**src/rtl/score_keeper.sv**
```systemverilog
// Score / high-score keeper: frame-tick driven BCD score, milestone pulse and 4-digit glyph rendering.
// Optional feature macro: SCORE_HISCORE_EN (high-score register, compare and second rendered field).
module score_keeper #(
  parameter int FRAMES_PER_POINT = 6,
  parameter int SCORE_ROW        = 20,
  parameter int SCORE_COL        = 560,
  parameter int HI_GAP           = 60
) (
  input  logic        CLK,
  input  logic        RESET,
  input  logic        fresh,
  input  logic        game_status,
  input  logic [8:0]  row_addr,
  input  logic [9:0]  col_addr,
  output logic [15:0] score,
  output logic [15:0] hiscore,
  output logic        milestone,
  output logic        px
);

  localparam int FC_W = (FRAMES_PER_POINT > 1) ? $clog2(FRAMES_PER_POINT) : 1;
  localparam logic [FC_W-1:0] FC_LAST = FC_W'(FRAMES_PER_POINT - 1);

  // The high-score field sits to the left of the score field and must not overlap it.
  if (FRAMES_PER_POINT < 1 || HI_GAP < 40) begin : g_param_check
    $error("score_keeper: FRAMES_PER_POINT must be >= 1 and HI_GAP >= 40");
  end

  typedef enum logic [1:0] {
    ST_IDLE,
    ST_RUN,
    ST_OVER
  } state_t;

  state_t            state_q, state_d;
  logic              fresh_q;
  logic              tick;
  logic [FC_W-1:0]   frame_cnt_q, frame_cnt_d;
  logic [15:0]       score_q, score_d;
  logic [15:0]       score_inc;
  logic              milestone_q, milestone_d;
  logic [15:0]       hiscore_q;
  int                col_i, row_i;
  logic              px_lit;

  function automatic logic [15:0] bcd_inc(input logic [15:0] v);
    logic [15:0] r;
    logic        carry;
    r     = v;
    carry = 1'b1;
    for (int i = 0; i < 4; i++) begin
      if (carry) begin
        if (r[i*4 +: 4] == 4'd9) begin
          r[i*4 +: 4] = 4'd0;
        end else begin
          r[i*4 +: 4] = r[i*4 +: 4] + 4'd1;
          carry       = 1'b0;
        end
      end
    end
    return r;
  endfunction

  // Glyphs packed top row first; bit 3 of each nibble is the leftmost font column.
  function automatic logic [3:0] font_row(input logic [3:0] d, input logic [2:0] fy);
    logic [19:0] g;
    int          fi;
    case (d)
      4'd0:    g = 20'hF999F;
      4'd1:    g = 20'h11111;
      4'd2:    g = 20'hF1F8F;
      4'd3:    g = 20'hF1F1F;
      4'd4:    g = 20'h99F11;
      4'd5:    g = 20'hF8F1F;
      4'd6:    g = 20'hF8F9F;
      4'd7:    g = 20'hF1111;
      4'd8:    g = 20'hF9F9F;
      4'd9:    g = 20'hF9F1F;
      default: g = 20'h00000;
    endcase
    fi = int'(fy);
    return g[(4 - fi) * 4 +: 4];
  endfunction

  // dx/dy are offsets from the field's top-left corner; each font pixel is 2x2 screen pixels.
  function automatic logic field_px(input logic [15:0] digits, input int dx, input int dy);
    int         pos;
    int         x;
    logic [3:0] d;
    logic [3:0] rbits;
    field_px = 1'b0;
    if (dx >= 0 && dx < 40 && dy >= 0 && dy < 10) begin
      pos = dx / 10;
      x   = dx % 10;
      if (x < 8) begin
        d        = digits[(3 - pos) * 4 +: 4];
        rbits    = font_row(d, 3'(dy / 2));
        field_px = rbits[3 - x / 2];
      end
    end
  endfunction

  assign tick      = fresh_q & ~fresh;
  assign score_inc = bcd_inc(score_q);

  always_comb begin
    state_d     = state_q;
    score_d     = score_q;
    frame_cnt_d = frame_cnt_q;
    milestone_d = 1'b0;
    case (state_q)
      ST_RUN: begin
        if (!game_status) begin
          state_d = ST_OVER;
        end else if (tick) begin
          if (frame_cnt_q == FC_LAST) begin
            frame_cnt_d = '0;
            score_d     = score_inc;
            milestone_d = (score_inc[7:0] == 8'h00);
          end else begin
            frame_cnt_d = frame_cnt_q + 1'b1;
          end
        end
      end
      default: begin
        // IDLE and OVER behave alike: hold the score until the next game starts.
        if (game_status) begin
          state_d     = ST_RUN;
          score_d     = '0;
          frame_cnt_d = '0;
        end
      end
    endcase
  end

  always_ff @(posedge CLK) begin
    if (RESET) begin
      state_q     <= ST_IDLE;
      fresh_q     <= 1'b1;
      frame_cnt_q <= '0;
      score_q     <= '0;
      milestone_q <= 1'b0;
    end else begin
      state_q     <= state_d;
      fresh_q     <= fresh;
      frame_cnt_q <= frame_cnt_d;
      score_q     <= score_d;
      milestone_q <= milestone_d;
    end
  end

`ifdef SCORE_HISCORE_EN
  logic [15:0] hiscore_d;

  // Raw 16-bit compare is order-preserving for packed BCD.
  always_comb begin
    hiscore_d = hiscore_q;
    if (state_q == ST_RUN && !game_status && score_q > hiscore_q) begin
      hiscore_d = score_q;
    end
  end

  always_ff @(posedge CLK) begin
    if (RESET) begin
      hiscore_q <= '0;
    end else begin
      hiscore_q <= hiscore_d;
    end
  end
`else
  assign hiscore_q = 16'h0000;
`endif

  always_comb begin
    col_i  = int'(col_addr);
    row_i  = int'(row_addr);
    px_lit = field_px(score_q, col_i - SCORE_COL, row_i - SCORE_ROW);
`ifdef SCORE_HISCORE_EN
    px_lit = px_lit | field_px(hiscore_q, col_i - (SCORE_COL - HI_GAP), row_i - SCORE_ROW);
`endif
  end

  assign score     = score_q;
  assign hiscore   = hiscore_q;
  assign milestone = milestone_q;
  assign px        = px_lit;

endmodule

```
**config.mk**
```make
export PLATFORM = sky130hd
export DESIGN_NAME = score_keeper
export DESIGN_NICKNAME = d
export VERILOG_FILES = /design/src/rtl/score_keeper.sv
export SDC_FILE = /design/constraint.sdc
export NUM_CORES = 1
export LEC_CHECK = 0
export CAP_MARGIN = 25
export CELL_PAD_IN_SITES_DETAIL_PLACEMENT = 0
export CELL_PAD_IN_SITES_GLOBAL_PLACEMENT = 1
export CORE_ASPECT_RATIO = 1.4
export CORE_UTILIZATION = 38
export CTS_CLUSTER_DIAMETER = 60
export DETAILED_ROUTE_END_ITERATION = 7
export HOLD_SLACK_MARGIN = 0.03
export PLACE_DENSITY = 0.75
export SYNTH_ARGS = -nofsm -noshare
export SYNTH_HDL_FRONTEND = slang
export SYNTH_SLANG_ARGS = --single-unit
```
**constraint.sdc**
```tcl
create_clock -name CLK -period 9.4 [get_ports CLK]
set_clock_uncertainty 0.2 [all_clocks]
set_input_delay 1.41 -clock CLK [delete_from_list [all_inputs] [get_ports CLK]]
set_output_delay 1.41 -clock CLK [all_outputs]
set_load 0.05 [all_outputs]
```
==> After elaboration in Yosys (flattened, before gate mapping) <==
Memory sizes are Yosys's and may differ from the RTL's.
Index checks and enable logic that the tools add are counted.
{ "totals": {"reg_bits": 23, "latch_bits": 0, "ram_bits": 0, "mem_bits_ro": 256, "input_bits": 23, "elab_cells": 92, "memories": 1} }
{ "mem_list": {"columns": ["memory", "depth", "word_bits", "read_ports", "rd_clocked_by_memory_dff", "wr", "line", "rtl"], "rows": [
  ["(no name shown)", 16, 16, 1, 0, 0, "68", "case (d)"]
]} }
{ "classes": {"addsub": 12, "mul": 0, "div_mod_pow": 2, "order_cmp": 6, "n_eq_ne": 11, "shifts": 2, "mux": 32, "bitwise_logic": 8, "n_reduce_logical": 11} }
{ "ops": {"columns": ["op", "n"], "rows": [
  ["16-bit 2-to-1 mux", 5],
  ["20-bit 2-to-1 mux", 2],
  ["32-bit by 1-bit adder with 32-bit output", 1],
  ["32-bit by 5-bit divider with 32-bit output, second input constant", 1],
  ["32-bit by 4-bit < comparator with 1-bit output, second input constant", 1],
  ["32-bit by 5-bit < comparator with 1-bit output, second input constant", 1],
  ["32-bit by 5-bit remainder unit with 32-bit output, second input constant", 1],
  ["16-bit by 32-bit indexed part select with 4-bit output", 1],
  ["3-bit by 32-bit subtractor with 32-bit output, first input constant", 1],
  ["3-bit by 30-bit subtractor with 30-bit output, first input constant", 1],
  ["4-bit 2-to-1 mux", 7],
  ["20-bit by 6-bit indexed part select with 4-bit output", 1],
  ["4-bit by 1-bit adder with 4-bit output, second input constant", 4],
  ["4-bit == test, second input constant", 4],
  ["3-bit 2-to-1 mux", 5],
  ["11-bit by 1-bit >= comparator with 1-bit output, second input constant", 1],
  ["11-bit by 7-bit < comparator with 1-bit output, second input constant", 1],
  ["10-bit by 10-bit subtractor with 11-bit output, second input constant", 1],
  ["10-bit by 1-bit >= comparator with 1-bit output, second input constant", 1],
  ["10-bit by 5-bit < comparator with 1-bit output, second input constant", 1],
  ["2-bit inequality test, second input constant", 5],
  ["9-bit by 5-bit subtractor with 10-bit output, second input constant", 1],
  ["1-bit 2-to-1 mux", 9],
  ["8-bit zero test", 1],
  ["15 further kinds", 27]
]} }

==> Logic depth before layout (Yosys ltp) <==
Gate-level depths: netlist of run 1.
An unclocked memory read counts as a cell.
{ "logic_depth": {"word_depth": 13, "ltp_mapped": 40, "ltp_nobuf": 37} }

==> Least setup slack after synthesis of run 1 <==
OpenSTA, ideal clock, no wires.
{ "synth_path": {"kind": "in2out", "start": "in col_addr[3]", "end": "out px", "t_arrival_ns": 8.921, "required_time_ns": 7.790, "slack_ns": -1.131, "cell_stages": 37, "path_buffers": 3, "cell_sequence": "buf_6 or4_4 or4_1 a211oi_2 o21ai_1 a31oi_1 a31oi_2 or2_1 buf_6 a221oi_1 nand3_1 inv_1 ha_1 and2_1 o22ai_1 o21a_1 a211oi_4 nor2_8 a21bo_2 nand2_2 inv_2 ha_1 or3_1 mux2_2 o21a_1 o31ai_4 buf_6 and2_1 inv_1 ha_1 inv_1 a31oi_1 a41o_1 a31oi_1 o221ai_1 a311o_1 a211oi_2"} }
{ "synth_via": {"elab_chain_cells": 13} }
{ "synth_rtl": {"columns": ["element", "line", "rtl"], "rows": [
  ["from (decl)", "14", "input logic [9:0] col_addr,"],
  ["10-bit by 10-bit subtractor with 11-bit output *", "177", "px_lit = field_px(score_q, col_i - SCORE_COL, row_i - SCORE_ROW);"],
  ["32-bit by 5-bit divider with 32-bit output", "93", "pos = dx / 10;"],
  ["3-bit by 30-bit subtractor with 30-bit output", "96", "d = digits[(3 - pos) * 4 +: 4];"],
  ["16-bit by 32-bit indexed part select with 4-bit output", "96", null],
  ["memory read 16 x 16 bit", null, null],
  ["20-bit 2-to-1 mux", "95", "if (x < 8) begin"],
  ["20-bit 2-to-1 mux", "92", "if (dx >= 0 && dx < 40 && dy >= 0 && dy < 10) begin"],
  ["20-bit by 6-bit indexed part select with 4-bit output", "82", "return g[(4 - fi) * 4 +: 4];"],
  ["1-bit binary-select mux with 2-bit select", "98", "field_px = rbits[3 - x / 2];"],
  ["1-bit 2-to-1 mux (implied by the code) (2 in a row)", "98", null],
  ["1-bit 2-to-1 mux", "95", null],
  ["1-bit 2-to-1 mux *", "92", null],
  ["to (decl)", "18", "output logic px"]
]} }
Mark *: on every way between the ends. The rest lies on a longest branch, timed or not. The select of a mux whose other input is x is not followed.

==> Worst setup path after layout of run 1 <==
{ "layout_path": {"start": "in col_addr[1]", "end": "out px"} }
Same word-level chain as after synthesis.

==> impl_metrics.tcl, run 1 <==
set metrics [dict create \
    maxSlewViolCount 0 \
    combPwrFrac 0.880 \
    synthArstFlopShare 0 \
    dp.cells 824 \
    cts_buffer_depth 2 \
    layout.nets 794 \
    setup_viol 1 \
    synth_area_per_cell_um2 7.54 \
    fmax_mhz 99.3 \
    synth_warnings 0 \
    rsz0062_at_grt "yes" \
    drt-total-wl_um 15800 \
    grt_pass1_wl_um 23200 \
    maxCapViolations 0 \
    swShare 0.458 \
    final_cells 879 \
    period_needed_ns 10.07 \
    p_total_w 0.00166 \
    cts_buffers 3 \
    cts_htree_levels 1 \
    ant_nets 0 \
    hold_path_depth 2 \
    ys_types 94 \
    io_pins 57 \
    place.port_buffers 40 \
    switchingPower_w 0.000759 \
    die_x_um 89.6 \
    grt_overflow 0 \
    intPower_w 0.000897 \
    hold_violations 0 \
    drt_pre_antenna_iters 4 \
    synthFlopType "dfxtp_1" \
    tightest_slew_ns 0.810 \
    post-dp-hpwl_um 10500 \
    root_buffer "clkbuf_16" \
    area_growth_pct 61.4 \
    antenna_found_initial 0 \
    yosysSeqAreaShare 0.113 \
    synth_area_um2 4090 \
    yosysMostFrequentCell "nor2_1" \
    synth_cells 542 \
    drc 0 \
    grt_usage 0.260 \
    die_h_um 125 \
    gp_congestion 0.924 \
    critical_path_class "in2out" \
    critPathLaunchType "input port" \
    pwr-share-seq 0.061 \
    violations "negative setup slack" \
    stdcell_area_um2 6600 \
    vias 4963 \
    worstRegToRegCells 12 \
    start_util 0.393 \
    max_stage_delay_ns 0.63 \
    clk_pin_slew_ns 0.07 \
    cp.arrival_ns 8.46 \
    p_leak_nw 2.65 \
    pwr-share-clk 0.059 \
    cts_tree "built" \
    yosysTopAreaCellShare 0.113 \
    worst_path_max_delay_cell "xnor2_1" \
    path_max_fanout 4 \
    ir_drop_mv 0.193 \
    via_per_inst 5.65 \
    worst_slack_ns -0.669 \
    holdCritPathClass "reg2reg" \
    drtIter0Drc 178 \
    post-route-period-util 1.07 \
    synth.top_cells.by_area "dfxtp_1 (11%), ha_1 (8.9%), xnor2_1 (5.4%)" \
    fin_tns_setup_ns -0.669 \
    drive_gt1_frac 0.422 \
    place_area_um2 5540 \
    synthTopCellsByCount "nor2_1 (49), nand2_1 (42), o21ai_0 (39)" \
    yosysTopAreaCell "dfxtp_1" \
    power.density_nw_per_um2 251 \
    synth_enable_flop_cells 0 \
    clock_latency_ns 0.27 \
    hold_buffers 0 \
    die_area_um2 11200 \
    grt_pass1_vias 4998 \
    antenna_cells 0 \
    crit_required_ns 7.79 \
    endpoint_kind "output port" \
    status "finished, violations left" \
    wl_per_cell_um 18.0 \
    crit_top_cell "buf_4" \
    fill_cells 870 \
    grt_max_degree 15 \
    relSlewSlack 0.456 \
    placementRows 44 \
    coreArea_um2 10400 \
    cts.sinks 23 \
    ys_seq_elements 23 \
]
## cell type report
type                       count  area (um2)  area share
clock inverter                 1        7.51     0.00114
timing repair buffer         221        1790       0.272
tap                          138         173      0.0262
inverter                      28         113      0.0171
sequential                    23         460      0.0698
clock buffer                   3        75.1      0.0114
multi-input combinational    465        3970       0.602
## sequential cells by signal (all words and copies together) (netlist names)
| register | cells |
|---|---|
| state_q | 2 |
| frame_cnt_q | 3 |
| score | 16 |
| milestone | 1 |
| fresh_q | 1 |
## power by group through the flow
stage	Clock, W	Sequential, W	Combinational (W)
6_report	0.0000978	0.000101	0.00146
5_1_grt	0.000102	0.000102	0.00155
4_1_cts	0.0000983	0.000101	0.00128
3_5_place_dp	0	0.000104	0.00114
3_3_place_gp	0	0.000104	0.00113
2_1_floorplan	0	0.000106	0.000696
## cell families after synthesis
group,after synthesis,synth area share
AND/OR/NAND/NOR,204,0.265
other,1,0.000918
AO/OA/AOI/OAI,165,0.315
multiplexers,16,0.0496
flip-flops,23,0.113
XOR/XNOR,35,0.0806
buffers and inverters,69,0.0870
adder cells (fa/ha/maj),29,0.0888
## final timing paths
| path | start | end | slack (ns) |
|---|---|---|---|
| max | col_addr[1] | px | -0.67 |
| min reg2reg | state_q[1]$_SDFFE_PP0P_ | state_q[1]$_SDFFE_PP0P_ | 0.29 |
| max reg2reg | score[0]$_SDFFE_PP0P_ | score[14]$_SDFFE_PP0P_ | 6.35 |
| min | state_q[1]$_SDFFE_PP0P_ | state_q[1]$_SDFFE_PP0P_ | 0.29 |
## placed cells by master, fill, tap and decap left out, drive strengths merged, types with 5 or more instances in the layout
master,synthesis,routed
buf,25,188
a32oi,5,5
nand3,19,19
or2,5,5
o31a,5,5
a21oi,16,16
o21ai,44,44
inv,28,28
mux2i,12,12
o22ai,5,5
nor4,10,10
o2111ai,6,6
nand2b,9,9
conb,1,16
nor2,51,51
nand4,7,7
nor3,15,15
o21a,5,5
or3,5,5
and3,9,9
a21o,5,5
o211ai,6,6
xor2,9,9
a211oi,6,6
o31ai,10,10
a31oi,13,13
ha,29,29
dfxtp,23,23
nor2b,5,5
clkdlybuf4s50,0,29
xnor2,26,26
and2,9,9
nand2,43,43
## through the flow
stage | utilization | worst slack, ns | hold WS [ns]
detailed placement | 0.532 | -0.848 | 0.281
global route | 0.634 | -1.14 | 0.331
finish | 0.634 | -0.669 | 0.291
floorplan | - | -0.578 | 0.261
global placement | 0.532 | -0.817 | 0.273
CTS | 0.595 | -0.400 | 0.294
## what timing repair did
action / 4_1_cts / 5_1_grt
setup endpoints to repair: 1 / 1
gates resized for setup: 90 / 48
pin swaps: 35 / 52
setup buffers: 34 / 18
## per-layer routing
metal,global-route usage,part of all wire,wire [um],vias to the layer above
met4,0.139,0.048,765,0
met1,0.260,0.36,5620,2352
li1,-,-,-,2391
met3,0.0292,0.044,692,60
met2,0.497,0.55,8700,160
met5,0,0,0,-
## critical path: cells and delay by family
family	cells	cell delay (ns)
mux	1	0.28
xor+xnor	1	0.63
buf+inv	11	1.13
simple gates	10	1.66
compound gates	14	2.75
fa+ha+maj	4	0.58
No activity file was read; power rests on OpenSTA's default activity.
==> run 2: changes to the inputs <==
--- a/config.mk
+++ b/config.mk
@@ -12,6 +12,7 @@
 export CORE_UTILIZATION = 38
 export CTS_CLUSTER_DIAMETER = 60
 export DETAILED_ROUTE_END_ITERATION = 7
+export GPL_TIMING_DRIVEN = 0
 export HOLD_SLACK_MARGIN = 0.03
 export PLACE_DENSITY = 0.75
 export SYNTH_ARGS = -nofsm -noshare
==> run 2 against run 1 <==
Net effect:
- critical path type unchanged
- core utilization decreased by 11 points
- the run still ends with negative setup slack left
- via count decreased by 12%
- first-iteration DRC count increased by 42%
- count of clock-buffer cells in the layout unchanged
==> impl_metrics.tcl, run 2 (same netlist as run 1, synthesis figures left out) <==
set metrics [dict create \
    cts_buffer_depth 2 \
    post-route-period-util 1.07 \
    drt-total-wl_um 12100 \
    wl_met3_um 271 \
    endpoint_kind "output port" \
    gp_congestion 0.885 \
    switchingPower_w 0.000645 \
    hold_buffers 0 \
    post-dp-hpwl_um 9000 \
    swShare 0.507 \
    placementRows 44 \
    grt_max_degree 15 \
    p_leak_nw 2.04 \
    drtIter0Drc 252 \
    vias 4368 \
    grt_usage 0.218 \
    multi_input_area_um2 3790 \
    maxSlewViolCount 0 \
    die_h_um 125 \
    place.port_buffers 35 \
    antenna_cells 0 \
    crit_required_ns 7.79 \
    hold_violations 0 \
    grt_pass1_wl_um 19800 \
    power.density_nw_per_um2 231 \
    wl_per_cell_um 15.8 \
    area_growth_pct 34.6 \
    cts_htree_levels 1 \
    critPathLaunchType "input port" \
    fmax_mhz 99.4 \
    whs_endpoint "state_q[1]$_SDFFE_PP0P_" \
    worstReg2RegEnd "score[15]$_SDFFE_PP0P_" \
    worst_slack_ns -0.656 \
    top_layer "met4" \
    path_buf_inv 7 \
    grt_overflow 0 \
    hold_path_depth 2 \
    die_area_um2 11200 \
    root_buffer "clkbuf_16" \
    wl_met1_um 4800 \
    period_needed_ns 10.06 \
    worstRegToRegCells 13 \
    r2r_setup_slack_ns 6.31 \
    clock_latency_ns 0.27 \
    drc 0 \
    ant_nets 0 \
    via_per_inst 5.68 \
    pwr-share-seq 0.080 \
    max_stage_delay_ns 0.56 \
    final_cell_mix "buf_4 (56), nor2_1 (46), nand2_1 (40), o21ai_0 (38), clkdlybuf4s50_1 (27)" \
    met2WireLength_um 6720 \
    grt_pass1_vias 4276 \
    rsz0062_at_grt "yes" \
    path_max_fanout 7 \
    combPwrFrac 0.844 \
    coreArea_um2 10400 \
    cts_buffers 3 \
    tightest_slew_ns 0.944 \
    pwr-share-clk 0.076 \
    cts.sinks 23 \
    status "finished, violations left" \
    worstHoldStart "state_q[1]$_SDFFE_PP0P_" \
    final_common_cell "buf_4" \
    intPower_w 0.000628 \
    cts_tree "built" \
    die_x_um 89.6 \
    start_util 0.393 \
    fin_util 0.529 \
    clk_pin_slew_ns 0.06 \
    ir_drop_mv 0.155 \
    antenna_found_initial 0 \
    r2r-start "score[0]$_SDFFE_PP0P_" \
    crit_cells 37 \
    io_pins 57 \
    holdCritPathClass "reg2reg" \
    layout.nets 684 \
    fin_tns_setup_ns -0.656 \
    setup_viol 1 \
    critPathTopFamily "compound AO/OA/AOI/OAI gates" \
    register_area_um2 460 \
    fill_cells 972 \
    violations "negative setup slack" \
    relSlewSlack 0.368 \
    stdcell_area_um2 5500 \
    largest_reg_flops 16 \
    drive_gt1_frac 0.271 \
    worst_path_max_delay_cell "or4_4" \
    critical_path_class "in2out" \
    drt_pre_antenna_iters 5 \
    place_area_um2 4740 \
    maxCapViolations 0 \
    post-place-ws_ns -2.67 \
    whs_ns 0.288 \
    cp.arrival_ns 8.45 \
]
run 2: power groups by stage:
| stage | Clock, W | Sequential, W | Combinational (W) |
|---|---|---|---|
| floorplan | 0 | 0.000106 | 0.000696 |
| global placement | 0 | 0.000104 | 0.000849 |
| detailed placement | 0 | 0.000104 | 0.000855 |
| CTS | 0.000102 | 0.000102 | 0.000990 |
| global route | 0.000104 | 0.000102 | 0.00116 |
| finish | 0.0000965 | 0.000102 | 0.00107 |
run 2: worst register-to-register path: stages (launching register included):
cell      delay, ns
dfxtp_1        0.47
ha_1           0.24
inv_1          0.06
nor2_1         0.17
and2_1         0.16
clkbuf_1       0.23
nand2_1        0.14
nor4_1         0.28
o21a_1         0.27
o21ai_0        0.20
nand2b_1       0.28
o21ai_0        0.13
nand2_1        0.08
o31ai_1        0.06
run 2: worst max path at each step:
| stage | start | to |
|---|---|---|
| final | col_addr[3] | px |
| after global routing | col_addr[3] | px |
| after CTS | col_addr[3] | px |
| after detailed placement | col_addr[4] | px |
| after global placement | col_addr[4] | px |
| after floorplan | col_addr[3] | px |
run 2: per-stage QoR:
stage,total power [W],cells
after floorplan,0.000802,557
after global placement,0.000953,730
after detailed placement,0.000959,730
after CTS,0.00119,760
after global routing,0.00136,769
final,0.00127,769
run 2: final cells by class:
cell class,instances,area share
Buffer,37,0.0473
Clock buffer,3,0.0136
Clock inverter,1,0.00136
Inverter,28,0.0209
Multi-Input combinational cell,465,0.688
Sequential cell,23,0.0837
Tap cell,138,0.0314
Timing Repair Buffer,74,0.113
run 2: routing by layer:
metal  up-vias  GRT usage
li1       2174          -
met1      2079      0.233
met2        90      0.426
met3        25     0.0119
met4         0     0.0831
met5         -          0
run 2: repair_timing:
item	4_1_cts	5_1_grt
endpoints found under the setup margin	1	1
hold endpoints to repair	0	0
setup buffers	29	10
pin swaps	25	27
gates resized for setup	78	33
cloned	0	0
